**src/rtl/dcache_ctrl_if.sv**
```systemverilog
// Pipeline-side load/store request and backing-memory word port of the data cache.
interface dcache_ctrl_if #(
  parameter int unsigned ADDR_W = 32
);
  logic              MemRead;
  logic              MemWrite;
  logic [ADDR_W-1:0] Address;
  logic [31:0]       Write_Data;
  logic [31:0]       Read_data;
  logic              Stall;
  logic              mem_req;
  logic              mem_we;
  logic [ADDR_W-1:0] mem_addr;
  logic [31:0]       mem_wdata;
  logic              mem_ready;
  logic [31:0]       mem_rdata;

  modport slave (
    input  MemRead, MemWrite, Address, Write_Data, mem_ready, mem_rdata,
    output Read_data, Stall, mem_req, mem_we, mem_addr, mem_wdata
  );

  modport master (
    output MemRead, MemWrite, Address, Write_Data, mem_ready, mem_rdata,
    input  Read_data, Stall, mem_req, mem_we, mem_addr, mem_wdata
  );
endinterface

```
**src/rtl/dcache_ctrl.sv**
```systemverilog
// Direct-mapped, write-back, write-allocate data cache for the MEM stage.
// Hits complete combinationally; misses stall while the victim is written back and the line refilled.
module dcache_ctrl #(
  parameter int unsigned NUM_LINES      = 16,
  parameter int unsigned WORDS_PER_LINE = 4,
  parameter int unsigned ADDR_W         = 32
) (
  input logic         CLK,
  input logic         RESET,
  dcache_ctrl_if.slave bus
);
  localparam int unsigned OffW = $clog2(WORDS_PER_LINE);
  localparam int unsigned IdxW = $clog2(NUM_LINES);
  localparam int unsigned TagW = ADDR_W - IdxW - OffW - 2;
  localparam logic [OffW-1:0] LastCnt = OffW'(WORDS_PER_LINE - 1);

  typedef enum logic [1:0] {StIdle, StWb, StRefill} state_e;

  state_e            state_q, state_d;
  logic [OffW-1:0]   cnt_q, cnt_d;
  logic [NUM_LINES-1:0] valid_q, dirty_q;
  logic [TagW-1:0]   tag_q  [NUM_LINES];
  logic [31:0]       data_q [NUM_LINES][WORDS_PER_LINE];
  logic [IdxW-1:0]   miss_idx_q;
  logic [TagW-1:0]   miss_tag_q;

  logic [OffW-1:0]   off;
  logic [IdxW-1:0]   idx;
  logic [TagW-1:0]   tag;
  logic              req, hit, miss;
  logic              wr_hit, fill_we, fill_done;
  logic              unused_addr;

  assign off  = bus.Address[2 +: OffW];
  assign idx  = bus.Address[OffW+2 +: IdxW];
  assign tag  = bus.Address[ADDR_W-1 -: TagW];
  assign req  = bus.MemRead | bus.MemWrite;
  assign hit  = valid_q[idx] && (tag_q[idx] == tag);
  assign miss = req && !hit;
  assign unused_addr = ^bus.Address[1:0];

  assign bus.Read_data = bus.MemRead ? data_q[idx][off] : '0;

  always_comb begin
    state_d       = state_q;
    cnt_d         = cnt_q;
    bus.Stall     = 1'b0;
    bus.mem_req   = 1'b0;
    bus.mem_we    = 1'b0;
    bus.mem_addr  = '0;
    bus.mem_wdata = '0;
    wr_hit        = 1'b0;
    fill_we       = 1'b0;
    fill_done     = 1'b0;
    // While in reset every pending request looks like a miss and memory stays idle.
    if (!RESET) begin
      state_d   = StIdle;
      cnt_d     = '0;
      bus.Stall = req;
    end else begin
      unique case (state_q)
        StIdle: begin
          if (miss) begin
            bus.Stall = 1'b1;
            cnt_d     = '0;
            state_d   = (valid_q[idx] && dirty_q[idx]) ? StWb : StRefill;
          end else if (bus.MemWrite) begin
            wr_hit = 1'b1;
          end
        end
        StWb: begin
          bus.Stall     = 1'b1;
          bus.mem_req   = 1'b1;
          bus.mem_we    = 1'b1;
          bus.mem_addr  = {tag_q[miss_idx_q], miss_idx_q, cnt_q, 2'b00};
          bus.mem_wdata = data_q[miss_idx_q][cnt_q];
          if (bus.mem_ready) begin
            cnt_d = cnt_q + 1'b1;
            if (cnt_q == LastCnt) state_d = StRefill;
          end
        end
        StRefill: begin
          bus.Stall    = 1'b1;
          bus.mem_req  = 1'b1;
          bus.mem_addr = {miss_tag_q, miss_idx_q, cnt_q, 2'b00};
          if (bus.mem_ready) begin
            fill_we = 1'b1;
            cnt_d   = cnt_q + 1'b1;
            if (cnt_q == LastCnt) begin
              fill_done = 1'b1;
              state_d   = StIdle;
            end
          end
        end
        default: state_d = StIdle;
      endcase
    end
  end

  always_ff @(posedge CLK) begin
    if (!RESET) begin
      state_q <= StIdle;
      cnt_q   <= '0;
      valid_q <= '0;
      dirty_q <= '0;
    end else begin
      state_q <= state_d;
      cnt_q   <= cnt_d;
      if (fill_done) begin
        valid_q[miss_idx_q] <= 1'b1;
        dirty_q[miss_idx_q] <= 1'b0;
      end
      if (wr_hit) dirty_q[idx] <= 1'b1;
    end
  end

  // Arrays and the captured miss address are not reset; valid bits guard their contents.
  always_ff @(posedge CLK) begin
    if (RESET && state_q == StIdle && miss) begin
      miss_idx_q <= idx;
      miss_tag_q <= tag;
    end
    if (fill_done) tag_q[miss_idx_q] <= miss_tag_q;
    if (fill_we) data_q[miss_idx_q][cnt_q] <= bus.mem_rdata;
    if (wr_hit) data_q[idx][off] <= bus.Write_Data;
  end
endmodule
```
**src/flat_wrapper.sv**
```systemverilog
// flat-port wrapper written by rule: the top's interface ports become plain ports
module dcache_ctrl_flat 
#(
  parameter int unsigned NUM_LINES      = 16,
  parameter int unsigned WORDS_PER_LINE = 4,
  parameter int unsigned ADDR_W         = 32
)
  (CLK, RESET, bus_MemRead, bus_MemWrite, bus_Address, bus_Write_Data, bus_mem_ready, bus_mem_rdata, bus_Read_data, bus_Stall, bus_mem_req, bus_mem_we, bus_mem_addr, bus_mem_wdata);
  dcache_ctrl_if #(.ADDR_W(ADDR_W)) bus_i ();
  input logic CLK;
  input logic RESET;
  input wire logic [$bits(bus_i.MemRead)-1:0] bus_MemRead;
  input wire logic [$bits(bus_i.MemWrite)-1:0] bus_MemWrite;
  input wire logic [$bits(bus_i.Address)-1:0] bus_Address;
  input wire logic [$bits(bus_i.Write_Data)-1:0] bus_Write_Data;
  input wire logic [$bits(bus_i.mem_ready)-1:0] bus_mem_ready;
  input wire logic [$bits(bus_i.mem_rdata)-1:0] bus_mem_rdata;
  output wire logic [$bits(bus_i.Read_data)-1:0] bus_Read_data;
  output wire logic [$bits(bus_i.Stall)-1:0] bus_Stall;
  output wire logic [$bits(bus_i.mem_req)-1:0] bus_mem_req;
  output wire logic [$bits(bus_i.mem_we)-1:0] bus_mem_we;
  output wire logic [$bits(bus_i.mem_addr)-1:0] bus_mem_addr;
  output wire logic [$bits(bus_i.mem_wdata)-1:0] bus_mem_wdata;
  assign bus_i.MemRead = bus_MemRead;
  assign bus_i.MemWrite = bus_MemWrite;
  assign bus_i.Address = bus_Address;
  assign bus_i.Write_Data = bus_Write_Data;
  assign bus_i.mem_ready = bus_mem_ready;
  assign bus_i.mem_rdata = bus_mem_rdata;
  assign bus_Read_data = bus_i.Read_data;
  assign bus_Stall = bus_i.Stall;
  assign bus_mem_req = bus_i.mem_req;
  assign bus_mem_we = bus_i.mem_we;
  assign bus_mem_addr = bus_i.mem_addr;
  assign bus_mem_wdata = bus_i.mem_wdata;
  dcache_ctrl #(.NUM_LINES(NUM_LINES), .WORDS_PER_LINE(WORDS_PER_LINE), .ADDR_W(ADDR_W)) u_core (.CLK(CLK), .RESET(RESET), .bus(bus_i));
endmodule
```
**config.mk**
```make
export PLATFORM = sky130hd
export DESIGN_NAME = dcache_ctrl_flat
export DESIGN_NICKNAME = d
export VERILOG_FILES = /design/src/rtl/dcache_ctrl_if.sv /design/src/rtl/dcache_ctrl.sv /design/src/flat_wrapper.sv
export SDC_FILE = /design/constraint.sdc
export NUM_CORES = 2
export LEC_CHECK = 0
export CAP_MARGIN = 5
export CORE_MARGIN = 2
export CORE_UTILIZATION = 35
export CTS_BUF_LIST = sky130_fd_sc_hd__clkbuf_8
export CTS_CLUSTER_SIZE = 12
export DETAILED_ROUTE_END_ITERATION = 16
export PLACE_DENSITY = 0.59
export SETUP_SLACK_MARGIN = 0.3
export SLEW_MARGIN = 20
export SYNTH_ARGS = -nofsm -noshare
export SYNTH_HDL_FRONTEND = slang
export SYNTH_SLANG_ARGS = --single-unit
```
**constraint.sdc**
```tcl
create_clock -name CLK -period 12 [get_ports CLK]
set_input_delay 1.8 -clock CLK [delete_from_list [all_inputs] [get_ports CLK]]
set_output_delay 1.8 -clock CLK [all_outputs]
set_load 0.02 [all_outputs]
```
Word-level counts from Yosys, hierarchy flattened
Memory sizes are Yosys's and may differ from the RTL's. A register that Yosys moved wholly into a read port is not among the register bits.
Index checks and enable logic that the tools add are counted.
{"block": "classes", "addsub": 1, "magnitude_cmp": 8, "reduce_logical": 16, "n_bitwise": 7, "n_mux": 65, "n_eq_ne": 10}
{"operator": "128-bit two-way mux", "n": 4}
{"operator": "32-bit two-way mux", "n": 10}
{"operator": "32-bit binary-select mux with 2-bit select", "n": 2}
{"operator": "32-bit demux with 2-bit select", "n": 2}
{"operator": "128-bit OR reduction", "n": 1}
{"operator": "32-bit case mux with 2 select lines", "n": 1}
{"operator": "16-bit two-way mux", "n": 3}
{"operator": "16-bit OR", "n": 2}
{"operator": "1-bit two-way mux", "n": 25}
{"operator": "24-bit equality test", "n": 1}
{"operator": "16-bit AND", "n": 1}
{"operator": "2-bit two-way mux", "n": 8}
{"operator": "16-bit NOT", "n": 1}
{"operator": "4-bit two-way mux", "n": 3}
{"operator": "4-bit by 5-bit less-than comparator with 1-bit output, second input constant", "n": 2}
{"operator": "1-bit logical AND", "n": 9}
{"operator": "1-bit binary-select mux with 4-bit select", "n": 2}
{"operator": "1-bit demux with 4-bit select", "n": 2}
{"operator": "4-bit by 1-bit >= comparator with 1-bit output, second input constant", "n": 2}
{"operator": "2-bit by 1-bit != test with 1-bit output, second input constant", "n": 4}
{"operator": "3-bit >= comparator, second input constant", "n": 2}
{"operator": "3-bit by 1-bit less-than comparator with 1-bit output, second input constant", "n": 2}
{"operator": "2-bit NOT with 3-bit output", "n": 2}
{"operator": "2-bit case mux with 3 select lines", "n": 1}
{"operator": "13 further kinds", "n": 15}
{"block": "totals", "output_inout_bits": 99, "input_bits": 101, "ram_bits": 2432, "reg_bits": 64, "mem_count": 2, "wordCells": 115}
{"memory": "u_core.data_q", "depth": 16, "width": 128, "rd": 2, "rd_clocked_by_memory_dff": 1, "write_ports": 1, "line_no": "dcache_ctrl.sv:23", "source": "logic [31:0] data_q [NUM_LINES][WORDS_PER_LINE];"}
{"memory": "u_core.tag_q", "depth": 16, "width": 24, "rd": 2, "rd_clocked_by_memory_dff": 1, "write_ports": 1, "line_no": "dcache_ctrl.sv:22", "source": "logic [TagW-1:0] tag_q [NUM_LINES];"}

Longest topological paths before layout
{"block": "logic_depth", "depth_word": 12, "mapped_depth": 16, "ltp_nobuf": 9}

Least setup slack after synthesis
OpenSTA, ideal clock, no wires.
{"block": "synth_path", "kind": "input to output", "start": "input bus_Address[4]", "end": "output bus_Read_data[26]", "path_stages": 10, "t_required_ns": 10.200, "arrival_time_ns": 4.984, "setup_slack_ns": 5.216, "path_buffers": 6, "cell_sequence": "buf_2 buf_2 buf_4 buf_2 clkbuf_1 buf_1 mux4_2 mux4_2 mux4_2 and2_1"}
{"block": "synth_between", "elab_chain_cells": 5}
{"item": "start: declaration", "line_no": "flat_wrapper.sv:14", "source": "input wire logic [$bits(bus_i.Address)-1:0] bus_Address;"}
{"item": "memory 16 x 128 bit"}
{"item": "32-bit binary-select mux with 2-bit select", "line_no": "dcache_ctrl.sv:42", "source": "assign bus.Read_data = bus.MemRead ? data_q[idx][off] : '0;"}
{"item": "32-bit two-way mux (not written as such) (2 in a row)", "line_no": "dcache_ctrl.sv:42"}
{"item": "32-bit two-way mux", "line_no": "dcache_ctrl.sv:42"}
{"item": "end: declaration", "line_no": "flat_wrapper.sv:18", "source": "output wire logic [$bits(bus_i.Read_data)-1:0] bus_Read_data;"}
Every way passes these cells. The select of a mux whose other input is x is not followed.

Worst setup path after layout
{"block": "layout_path", "start": "input bus_Address[5]", "end": "output bus_Stall"}
{"block": "layout_between", "elab_chain_cells": 8, "word_cells_on_any_way": 10, "classes_between": "eq/ne (1); mux (5); reduce/logical (3); memory (1)"}
{"item": "memory 16 x 24 bit / 1-bit binary-select mux with 4-bit select (equally long branches)"}
{"item": "24-bit equality test / 1-bit two-way mux (equally long branches)", "line_no": "dcache_ctrl.sv:38", "source": "assign hit = valid_q[idx] && (tag_q[idx] == tag);"}
{"item": "1-bit logical AND (*)", "line_no": "dcache_ctrl.sv:38"}
{"item": "1-bit zero test (*)", "line_no": "dcache_ctrl.sv:39", "source": "assign miss = req && !hit;"}
{"item": "1-bit logical AND (*)", "line_no": "dcache_ctrl.sv:39"}
{"item": "1-bit two-way mux (*)", "line_no": "dcache_ctrl.sv:63", "source": "if (miss) begin"}
{"item": "1-bit case mux with 2 select lines (*)", "line_no": "dcache_ctrl.sv:61", "source": "unique case (state_q)"}
{"item": "1-bit two-way mux (*)", "line_no": "dcache_ctrl.sv:56", "source": "if (!RESET) begin"}
{"item": "end: declaration", "line_no": "flat_wrapper.sv:19", "source": "output wire logic [$bits(bus_i.Stall)-1:0] bus_Stall;"}
Mark *: on every way between the ends. The rest lies on a longest branch, timed or not. The select of a mux whose other input is x is not followed.

==> results.txt <==
Total CTS buffers: 422
Setup TNS: 0 ns
P_int: 0.0143 W
Worst relative slew slack: 21.5%
Minimum clock period: 9.01 ns
Asr flop ratio synth: 0%
Number of global-route vias before repair: 66400
Hold depth: 1
Drt drc: 0
FF-to-FF path depth: 11
DR top layer: met5
Final Net Count: 5759
P_sw: 0.00491 W
Avg WL per Cell: 36.6 um
Final setup fails: 0
Slew @ Worst Pin: 1.18 ns
Combinational power share: 11.8%
Deepest clock path buffer count: 4
Final wirelength: 380 mm
Cts repair resizes: 0
RePlAce Congestion: 0.779
CTS tree: done
Global-route wire length before repair: 523 mm
Clk pwr share: 37.8%
Seq/Total Area, Yosys: 64.1%
Root buffer cell: clkbuf_8
Reg2reg start: u_core.tag_q[4][12]$_DFFE_PP_
Period utilization: 75.1%
Antenna violations before repair: 19
Metal2 WL: 186 mm
DIE AREA: 0.338 mm^2
Post-synth EDFFs: 2460
Fin worst setup slack: 2.99 ns
R2R Path End: u_core.data_q[12][46]$_DFFE_PP_
Flop pwr share: 50.4%
Main synth FF type: edfxtp_1
Post-route ant nets: 0
Unrepaired setup endpoints after global routing: no
Largest net degree at the start of global routing: 137
First-pass DRT Iterations: 7
CP Data Arrival Time: 7.21 ns
Peak supply drop: 0.0968 mV
Htree depth: 5
Worst-skew pair later-pin latency: 1.13 ns
Cells after Synth: 5253
PD cells: 145 mW/mm^2
DRT met1 WL: 146 mm
Yosys cell types: 59
Initial Util: 35.2%
Status: complete, no violations
Clk slew on worst S/H paths: 0.06 ns
Via density: 6.14
Chip width: 581 um
Final clock skew: 0.143 ns
Synth warn: 0
Area growth syn-to-layout: 13.8%
DIE HEIGHT: 581 um
Hold worst-path end: u_core.valid_q[2]$_SDFFE_PN0P_
#FFs+latches synth: 2500
Met3 routed WL: 34.2 mm
Hpwl dp: 206 mm
Max_cap viols: 0
Total track usage: 22.1%
Avg Cell Area, Syn: 22.2 um^2
Dpl ws: 2.99 ns
Final slew viol count: 0
Max Clock Freq: 111 MHz
CTS Sinks: 2500
Critical Path End Type: output pin
Switching Share: 25.5%
Layout cells sized above 1: 40.1%
Total grt overflow: 0
Critical path launch point type: input port
Hold Crit Class: flip-flop to flip-flop
Critical Path RT: 10.20 ns
Site Rows: 211
Synthesized cell area: 0.117 mm^2
Placeable Area: 0.331 mm^2
Worst hold slack: 0.466 ns
Static leakage: 40.8 nW
Critical path class: input port to output pin
Post-CTS Setup Repair Bufs: 0
# hold bufs at CTS: 0
Final hold vios: 0
Initial DRC Count: 8436
Hold Startpoint: u_core.valid_q[2]$_SDFFE_PN0P_
I/O pins: 200
R2r setup slk: 5.62 ns
CP max FO: 75
Via count: 63600
Input/output buffers: 195
-- layer usage --
layer | track usage, % | vias up
met3 | 4.31 | 678
li1 | - | 24200
met5 | 0 | -
met1 | 29.5 | 35100
met4 | 7.64 | 8
met2 | 36.3 | 3627
-- how the worst max path moves through the flow --
stage	to	cells after the start	from
after global placement	bus_Stall	12	bus_Address[5]
after CTS	bus_Stall	12	bus_Address[5]
after global routing	bus_Stall	12	bus_Address[5]
final	bus_Stall	12	bus_Address[5]
after floorplan	bus_Read_data[26]	10	bus_Address[4]
after detailed placement	u_core.data_q[12][45]$_DFFE_PP_	13	bus_Address[5]
-- cell usage after synthesis, drive strengths merged, types with 3 or more instances --
| cell | count | area share [%] |
|---|---|---|
| nor4 | 4 | 0.027 |
| mux2 | 59 | 0.57 |
| and3 | 19 | 0.10 |
| a22oi | 37 | 0.24 |
| a21oi | 11 | 0.047 |
| o21ai | 12 | 0.052 |
| a221oi | 7 | 0.058 |
| o21a | 17 | 0.11 |
| and2 | 72 | 0.39 |
| nand2b | 7 | 0.038 |
| dfxtp | 40 | 0.69 |
| nand2 | 160 | 0.52 |
| nor3b | 3 | 0.019 |
| xnor2 | 23 | 0.17 |
| nor2b | 9 | 0.048 |
| a211oi | 3 | 0.019 |
| mux4 | 1538 | 30 |
| inv | 14 | 0.045 |
| mux2i | 137 | 1.2 |
| a22o | 14 | 0.11 |
| buf | 181 | 0.79 |
| a31oi | 6 | 0.032 |
| ha | 8 | 0.086 |
| o22ai | 20 | 0.11 |
| xor2 | 8 | 0.060 |
| edfxtp | 2460 | 63 |
| nor2 | 83 | 0.27 |
| clkbuf | 239 | 0.77 |
| nor3 | 16 | 0.069 |
| nand3 | 8 | 0.034 |
| nand4 | 7 | 0.038 |
| o2111ai | 3 | 0.023 |
| or3 | 3 | 0.016 |
-- through the flow --
step	power (W)	instance area, um^2	std cells	utilization (%)
after floorplan	0.0114	117000	5254	-
after global placement	0.0122	125000	9590	37.7
after detailed placement	0.0122	125000	9592	37.7
after CTS	0.0194	132000	10400	40.1
after global routing	0.0199	133000	10400	40.1
final	0.0192	133000	10400	40.1
-- placed cells by master (no fill, tap or decap), types with 23 or more instances in the layout --
cell | Yosys | layout
mux2i_1 | 137 | 89
edfxtp_1 | 2460 | 2460
clkbuf_8 | 0 | 426
clkinv_2 | 0 | 58
mux2_2 | 36 | 31
inv_1 | 13 | 125
nand2_1 | 160 | 160
clkinv_1 | 1 | 130
a22oi_1 | 37 | 37
mux2i_4 | 0 | 48
mux4_2 | 1538 | 1538
xnor2_1 | 23 | 23
nor2_1 | 83 | 66
clkdlybuf4s50_1 | 0 | 187
buf_4 | 7 | 180
and2_1 | 72 | 72
dfxtp_1 | 40 | 35
mux2_4 | 0 | 25
-- kinds of logic after synthesis --
family | synth area share [%]
DFF | 64.1
muxes | 31.5
AOI/OAI and AO/OA | 0.911
other | 0.00322
and+or+nand+nor | 1.61
buffers and inverters | 1.61
adders and majority gates | 0.0859
xor gates and xnor gates | 0.233
-- power groups by stage --
| stage | combinational (W) | sequential (W) | clock [W] |
|---|---|---|---|
| 2_1_floorplan | 0.00158 | 0.00982 | 0 |
| 4_1_cts | 0.00231 | 0.00969 | 0.00741 |
| 6_report | 0.00227 | 0.00969 | 0.00728 |
| 3_3_place_gp | 0.00229 | 0.00987 | 0 |
| 5_1_grt | 0.00238 | 0.00969 | 0.00779 |
| 3_5_place_dp | 0.00230 | 0.00987 | 0 |
-- registers in the layout, indices dropped and copies added (netlist names), named ones only --
register	count
u_core.data_q	2048
u_core.state_q	2
u_core.dirty_q	16
u_core.cnt_q	2
u_core.valid_q	16
u_core.tag_q	384
u_core.miss_idx_q	4
u_core.miss_tag_q	24
-- layout make-up --
type	count	area, um^2
clock buffers	426	5860
multi-input cells	2319	40800
repair buffers	392	3690
well taps	4366	5460
fillers	28900	198000
clock inverters	338	1940
flip-flops and latches	2500	74700
inverters	15	58.8
diodes	12	30.0
-- worst max-delay path, stage by stage --
cell and delay (ns):
buf_8 0.53, buf_4 0.60, mux4_2 0.58, mux2i_1 0.23, xnor2_1 0.14, a311oi_1 0.61, nand3_1 0.16, a211oi_1 0.67
nand4_1 0.35, nand4b_1 0.42, o21ai_0 0.40, clkdlybuf4s50_1 0.66
(Power assumes the default switching activity.)
